===== config.mk =====
export PLATFORM = sky130hd
export DESIGN_NAME = freq_gate_sequencer
export DESIGN_NICKNAME = d
export VERILOG_FILES = /design/src/rtl/freq_gate_sequencer.sv
export SDC_FILE = /design/constraint.sdc
export NUM_CORES = 1
export LEC_CHECK = 0
export CORE_MARGIN = 2
export CORE_UTILIZATION = 55
export CTS_BUF_LIST = sky130_fd_sc_hd__clkbuf_2 sky130_fd_sc_hd__clkbuf_4 sky130_fd_sc_hd__clkbuf_8
export DETAILED_ROUTE_END_ITERATION = 10
export PLACE_DENSITY = 0.79
export SYNTH_ARGS = -nofsm -noshare
export SYNTH_HDL_FRONTEND = slang
export SYNTH_SLANG_ARGS = --single-unit

===== constraint.sdc =====
create_clock -name sysClk -period 2.5 [get_ports sysClk]
set_input_delay 0.5 -clock sysClk [delete_from_list [all_inputs] [get_ports sysClk]]
set_output_delay 0.5 -clock sysClk [all_outputs]
set_load 0.01 [all_outputs]

===== src/rtl/freq_gate_sequencer.sv =====
// Purpose: settle/gate sequencer for the frequency meter; counts sigIn rising edges over a fixed sysClk gate.
// Latency: resultValid rises the cycle after the last gate cycle; sigIn edges lag SYNC_STAGES+1 cycles.
// Backpressure: result, overflow and resultValid are held in DONE until resultReady; start is ignored meanwhile.
module freq_gate_sequencer #(
    parameter int GATE_CYCLES = 50000000,
    parameter int CNT_W       = 32,
    parameter int SYNC_STAGES = 2
) (
    input  logic             sysClk,
    input  logic             sysRst,
    input  logic             start,
    input  logic             abort,
    output logic             relaxEnable,
    input  logic             relaxSignal,
    input  logic             sigIn,
    output logic             busy,
    output logic [CNT_W-1:0] result,
    output logic             resultValid,
    input  logic             resultReady,
    output logic             overflow
);

    localparam int                GATE_W    = $clog2(GATE_CYCLES);
    localparam logic [GATE_W-1:0] GATE_LAST = GATE_W'(GATE_CYCLES - 1);
    localparam logic [CNT_W-1:0]  CNT_MAX   = '1;

    typedef enum logic [1:0] {
        IDLE   = 2'd0,
        SETTLE = 2'd1,
        GATE   = 2'd2,
        DONE   = 2'd3
    } state_t;

    state_t                 state;
    logic [SYNC_STAGES-1:0] syncReg;
    logic                   prevSample;
    logic                   sigEdge;
    logic [CNT_W-1:0]       edgeCnt;
    logic [GATE_W-1:0]      gateCnt;
    logic                   countInc;
    logic                   countSat;

    // Bring sigIn into the sysClk domain and keep one extra sample for edge detection.
    always_ff @(posedge sysClk) begin
        if (sysRst) begin
            syncReg    <= '0;
            prevSample <= 1'b0;
        end else begin
            syncReg    <= {syncReg[SYNC_STAGES-2:0], sigIn};
            prevSample <= syncReg[SYNC_STAGES-1];
        end
    end

    assign sigEdge  = syncReg[SYNC_STAGES-1] & ~prevSample;
    // An edge either advances the count or, once the count is pinned at max, flags overflow.
    assign countInc = sigEdge && (edgeCnt != CNT_MAX);
    assign countSat = sigEdge && (edgeCnt == CNT_MAX);

    // Sequencer: IDLE -> SETTLE -> GATE -> DONE, abort back to IDLE from anywhere.
    always_ff @(posedge sysClk) begin
        if (sysRst) begin
            state       <= IDLE;
            relaxEnable <= 1'b0;
            busy        <= 1'b0;
            result      <= '0;
            resultValid <= 1'b0;
            overflow    <= 1'b0;
            edgeCnt     <= '0;
            gateCnt     <= '0;
        end else if (abort) begin
            state       <= IDLE;
            relaxEnable <= 1'b0;
            busy        <= 1'b0;
            resultValid <= 1'b0;
            overflow    <= 1'b0;
        end else begin
            case (state)
                IDLE: begin
                    if (start) begin
                        state       <= SETTLE;
                        relaxEnable <= 1'b1;
                        busy        <= 1'b1;
                    end
                end
                SETTLE: begin
                    if (relaxSignal) begin
                        state    <= GATE;
                        edgeCnt  <= '0;
                        gateCnt  <= '0;
                        overflow <= 1'b0;
                    end
                end
                GATE: begin
                    if (countInc) begin
                        edgeCnt <= edgeCnt + CNT_W'(1);
                    end
                    if (countSat) begin
                        overflow <= 1'b1;
                    end
                    if (gateCnt == GATE_LAST) begin
                        // Fold in this cycle's edge so the final gate cycle is counted.
                        result      <= edgeCnt + CNT_W'(countInc);
                        resultValid <= 1'b1;
                        relaxEnable <= 1'b0;
                        state       <= DONE;
                    end else begin
                        // Stops at GATE_LAST, so the counter never wraps.
                        gateCnt <= gateCnt + GATE_W'(1);
                    end
                end
                DONE: begin
                    if (resultValid && resultReady) begin
                        state       <= IDLE;
                        resultValid <= 1'b0;
                        busy        <= 1'b0;
                    end
                end
                default: begin
                    state <= IDLE;
                end
            endcase
        end
    end

endmodule


# Word level (Yosys, flattened, before mapping)
# Cells that the tools add are included.
[totals]
reg_bits = 99
input_bits = 7
output_inout_bits = 36
word_cells = 67
[op_classes]
addsub = 3
n_eq_ne = 13
n_mux = 21
bitwise = 3
n_reduce_logical = 17
[ops]
columns = ["operator", "n"]
rows = [
  ["32-bit two-way mux", 2],
  ["32-bit case mux with 2 select lines", 1],
  ["26-bit two-way mux", 2],
  ["26-bit case mux with 2 select lines", 1],
  ["32-bit by 1-bit adder with 32-bit output", 1],
  ["32-bit by 1-bit adder with 32-bit output, second input constant", 1],
  ["32-bit == test, second input constant", 1],
  ["32-bit != test, second input constant", 1],
  ["26-bit by 1-bit adder with 26-bit output, second input constant", 1],
  ["26-bit == test, second input constant", 1],
  ["3-bit AND reduction", 5],
  ["2-bit != test, second input constant", 7],
  ["4-bit AND reduction", 3],
  ["2-bit two-way mux", 4],
  ["1-bit case mux with 2 select lines", 4],
  ["2-bit case mux with 4 select lines", 1],
  ["2-bit nonzero test", 4],
  ["1-bit two-way mux", 6],
  ["2-bit == test, second input constant", 2],
  ["1-bit logical AND", 3],
  ["2-bit by 1-bit == test with 1-bit output, second input constant", 1],
  ["2-bit logical NOT", 1],
  ["1-bit NOT", 2],
  ["2-bit OR reduction", 1],
  ["1-bit AND", 1],
]

# Depth between registers and ports, before layout
[logic_depth]
ltp_word = 5
mapped_depth = 12

# Worst setup path before layout
# OpenSTA, ideal clock, no wires.
[synth_timing]
path_type = "register -> register"
start = "reg edgeCnt[0]"
end = "reg result[26]"
t_arrival_ns = 2.670
required_ns = 2.414
path_slack_ns = -0.255
path_stages_with_launch = 13
path_buffers = 0
period_less_slack_ns = 2.755
path_cell_list = "dfxtp_1 > ha_1 > nand3_1 > nor3_1 > nand4_1 > and2_1 > ha_1 > ha_1 > nand3_1 > nor4_2 > nand4_1 > xor2_1 > a211oi_1"
[synth_via]
elab_chain_cells = 3
[synth_lines]
columns = ["element", "line_no", "rtl"]
rows = [
  ["start, declared", "38", "logic [CNT_W-1:0] edgeCnt;"],
  ["start signal, assigned", "95", "edgeCnt <= edgeCnt + CNT_W'(1);"],
  ["32-bit != test", "56", "assign countInc = sigEdge && (edgeCnt != CNT_MAX);"],
  ["1-bit logical AND", "56", ""],
  ["32-bit by 1-bit adder with 32-bit output *", "102", "result <= edgeCnt + CNT_W'(countInc);"],
  ["end signal, assigned", "102", ""],
  ["end, declared", "17", "output logic [CNT_W-1:0] result,"],
]
# Every way passes the cells marked *; elsewhere a longest branch is shown, timed or not.
# A chain may end at the register's enable or synchronous reset.

# Final worst setup path
[layout_timing]
start = "reg edgeCnt[11]"
end = "reg result[22]"
# The elaborated chain is that of the path after synthesis.

==> impl_metrics.ini <==
[run_status]
status = completed

[sta]
rsz0062_at_grt = yes
fin_ws_ns = 0.05797
max_freq_mhz = 409.5
period_minus_slack_ns = 2.442
skew_ns = 0.01841
drv_slew = 0
relSlewSlack_pct = 49.63
tightest_slew_ns = 0.7540
hold_ws_ns = 0.4459
setup_viol = 0
post-route-period-util_pct = 97.68
hold_viol = 0

[grt]
grt_pass1_vias = 5261
globalRouteOverflowTotal = 0
grt_pass1_wl_mm = 24.74
grt_usage_pct = 29.22
grt_antenna_before_repair = 0
grt_max_degree = 62

[drt]
firstDrtPassIters = 6
drt_iter0_markers = 346
drc_errors = 0
vias = 5647
avgViaCountPerCell = 6.254
wl_per_cell_um = 17.03
routed_wirelength_mm = 15.38
ant_nets = 0

[min_path]
min_to = syncReg[1]$_SDFF_PP0_
whs_path_depth = 1
hp-class = reg -> reg
worstHoldStart = syncReg[0]$_SDFF_PP0_

[logic_synthesis]
synth_top_cell_by_area = dfxtp_1
yosysMostFrequentCell = dfxtp_1
synth_area_mm2 = 0.005436
yosysWarnings = 0
synthArstFlopShare_pct = 0
syn-mean-instance-area_um2 = 8.163
syn_inst = 666
yosysSeqAreaShare_pct = 36.46
synth_edf_count = 0
ys_types = 59
yosys-top-cells-area = dfxtp_1, nor2_1, nand2_1
synth-main-ff-cell = dfxtp_1
synthTopCellsByCount = dfxtp_1, nor2_1, nand2_1, o21ai_0, nand3_1
synth_fp_nets = 681
yosys_register_bits = 99
synth_top_cell_area_share_pct = 36.46

[floorplan]
ios = 43
rows = 36
dieArea_mm2 = 0.01070
chipWidth_um = 103.4
core_mm2 = 0.009684
start_util_pct = 56.14
die_h_um = 103.4

[clocking]
numClockSinks = 99
cts_buffers = 9
clock_path_buffers = 2
clk_pin_slew_ns = 0.10
cts_hold_buf = 0
clk_latency_ns = 0.38
cts_tree = built
cts_max_level = 3
root_buffer = clkbuf_8

[worst_setup_path]
rrSetupSlack_ns = 0.06
r2r.worst_path.cells = 12
cp-start-kind = flop
cp_max_fo = 8
cpPeakStageDelay_ns = 0.34
r2r-end = result[22]$_SDFFE_PP0P_
slowest_stage = dfxtp_2
r2r_start = edgeCnt[11]$_SDFFE_PP0P_
arrival_ns = 2.74
cp_top_family = simple AND/OR/NAND/NOR gates
required_ns = 2.80
critPathBufInv = 1
worst-setup-path-type = reg -> reg
crit_chain = and3_4, and3_4, nand4_1, and2_4, ha_4, ha_4, nand3_4, nor4_4, buf_6, nand4_1, xor2_1, a211oi_2
end_kind = flop

[placed_design]
finalWeightedCongestion = 0.9345
dp.final_hpwl_mm = 10.79
preCtsSetupSlack_ns = -0.2962
io_buffer_count = 42

[power_and_ir_drop]
finalPower_w = 0.002993
leakagePower_nw = 2.279
power.internal_w = 0.002311
p_comb_share_pct = 4.6
sw_frac_of_total_pct = 22.77
vdd_drop_max_v = 0.0002907
p_sw_w = 0.0006813
p_per_area_mw_per_mm2 = 435.4
pwr-share-clk_pct = 42.5
p_seq_share_pct = 53.0

[final_layout]
num-fill-cells = 729
drive_gt1_share_pct = 21.17
nets = 780
multi_input_area_mm2 = 0.003333
area_delta_synth_final_pct = 26.42
final_util_pct = 70.97
regArea_mm2 = 0.001987
insertedDiodeCount = 0

[flow_run]
cap_violations = 0
-- worst max path at each step --
stage | startpoint | endpoint | cells after the start
floorplan | edgeCnt[1]$_SDFFE_PP0P_ | result[25]$_SDFFE_PP0P_ | 12
global placement | relaxSignal | edgeCnt[28]$_SDFFE_PP0P_ | 7
detailed placement | relaxSignal | edgeCnt[21]$_SDFFE_PP0P_ | 7
CTS | edgeCnt[11]$_SDFFE_PP0P_ | result[25]$_SDFFE_PP0P_ | 11
global route | edgeCnt[0]$_SDFFE_PP0P_ | result[14]$_SDFFE_PP0P_ | 13
finish | edgeCnt[11]$_SDFFE_PP0P_ | result[22]$_SDFFE_PP0P_ | 12
-- cell type report --
class                      instances  share of cell area, %
multi-input combinational        514                  48.50
sequential                        99                  28.91
timing repair buffer             132                  16.11
tap                              133                  2.421
clock buffer                      10                  1.912
clock inverter                     6                  1.657
inverter                           9                 0.4915
-- cells in the final DEF (no fill, tap or decap), drive strengths merged, types with 15 or more instances in the layout --
cell type | synthesis | final
a211oi | 31 | 31
dfxtp | 99 | 99
clkdlybuf4s50 | 0 | 41
nor3 | 21 | 21
a21oi | 32 | 32
o31ai | 15 | 15
nand4 | 17 | 17
buf | 16 | 91
o21ai | 42 | 42
nand3 | 40 | 40
nor2 | 77 | 77
nand2 | 61 | 61
xor2 | 19 | 19
-- metrics by stage --
step           setup TNS [ns]  instance area [um^2]  cells
6_report                    0                  6873    903
2_1_floorplan               0                  5483    666
5_1_grt              -0.08354                  6873    903
3_5_place_dp           -5.035                  6487    880
3_3_place_gp           -3.171                  6487    880
4_1_cts                     0                  6805    900
-- registers in the layout, summed over array words and instances (netlist names) --
signal	count
busy	1
resultValid	1
prevSample	1
result	32
state	2
edgeCnt	32
syncReg	2
relaxEnable	1
overflow	1
gateCnt	26
-- what timing repair did --
item,4_1_cts,5_1_grt
pin swaps,5,18
gates cloned,0,0
buffers inserted,4,3
gates resized for setup,9,12
endpoints found under the setup margin,30,16
endpoints found under the hold margin,0,0
-- cells by family after synthesis --
| family | Yosys count | share of synthesized area [%] |
|---|---|---|
| AND/OR/NAND/NOR | 296 | 28.72 |
| AO/OA/AOI/OAI | 170 | 21.75 |
| flip-flops | 99 | 36.46 |
| buffers and inverters | 53 | 4.534 |
| XOR/XNOR | 31 | 4.994 |
| multiplexers | 9 | 1.703 |
| adder cells (fa/ha/maj) | 8 | 1.841 |
-- layer usage --
layer | wire length [um] | up-vias | share of wire [%] | global-route usage, %
met3 | 1233 | 60 | 8.0 | 4.973
met4 | 577 | 0 | 3.8 | 13.66
met2 | 7418 | 292 | 48 | 49.63
li1 | - | 2654 | - | -
met1 | 6145 | 2641 | 40 | 36.04
met5 | 0 | - | 0 | 0
-- worst register-to-register path: cells and delay by family (launching register included) --
family	cells	cell delay, ns
AOI/OAI and AO/OA	1	0.17
xor gates and xnor gates	1	0.19
adders and majority gates	2	0.31
buffers and inverters	1	0.17
DFF	1	0.34
and+or+nand+nor	7	1.18
-- power by group through the flow --
stage	Sequential [W]	Combinational [W]	Clock [W]
final	0.00159	0.000137	0.00127
after CTS	0.00159	0.000134	0.00127
after global placement	0.00162	0.000128	0
after global routing	0.00159	0.000148	0.00135
after floorplan	0.00162	0.0000777	0
after detailed placement	0.00162	0.000132	0
Power figures use the tool's default switching activity.
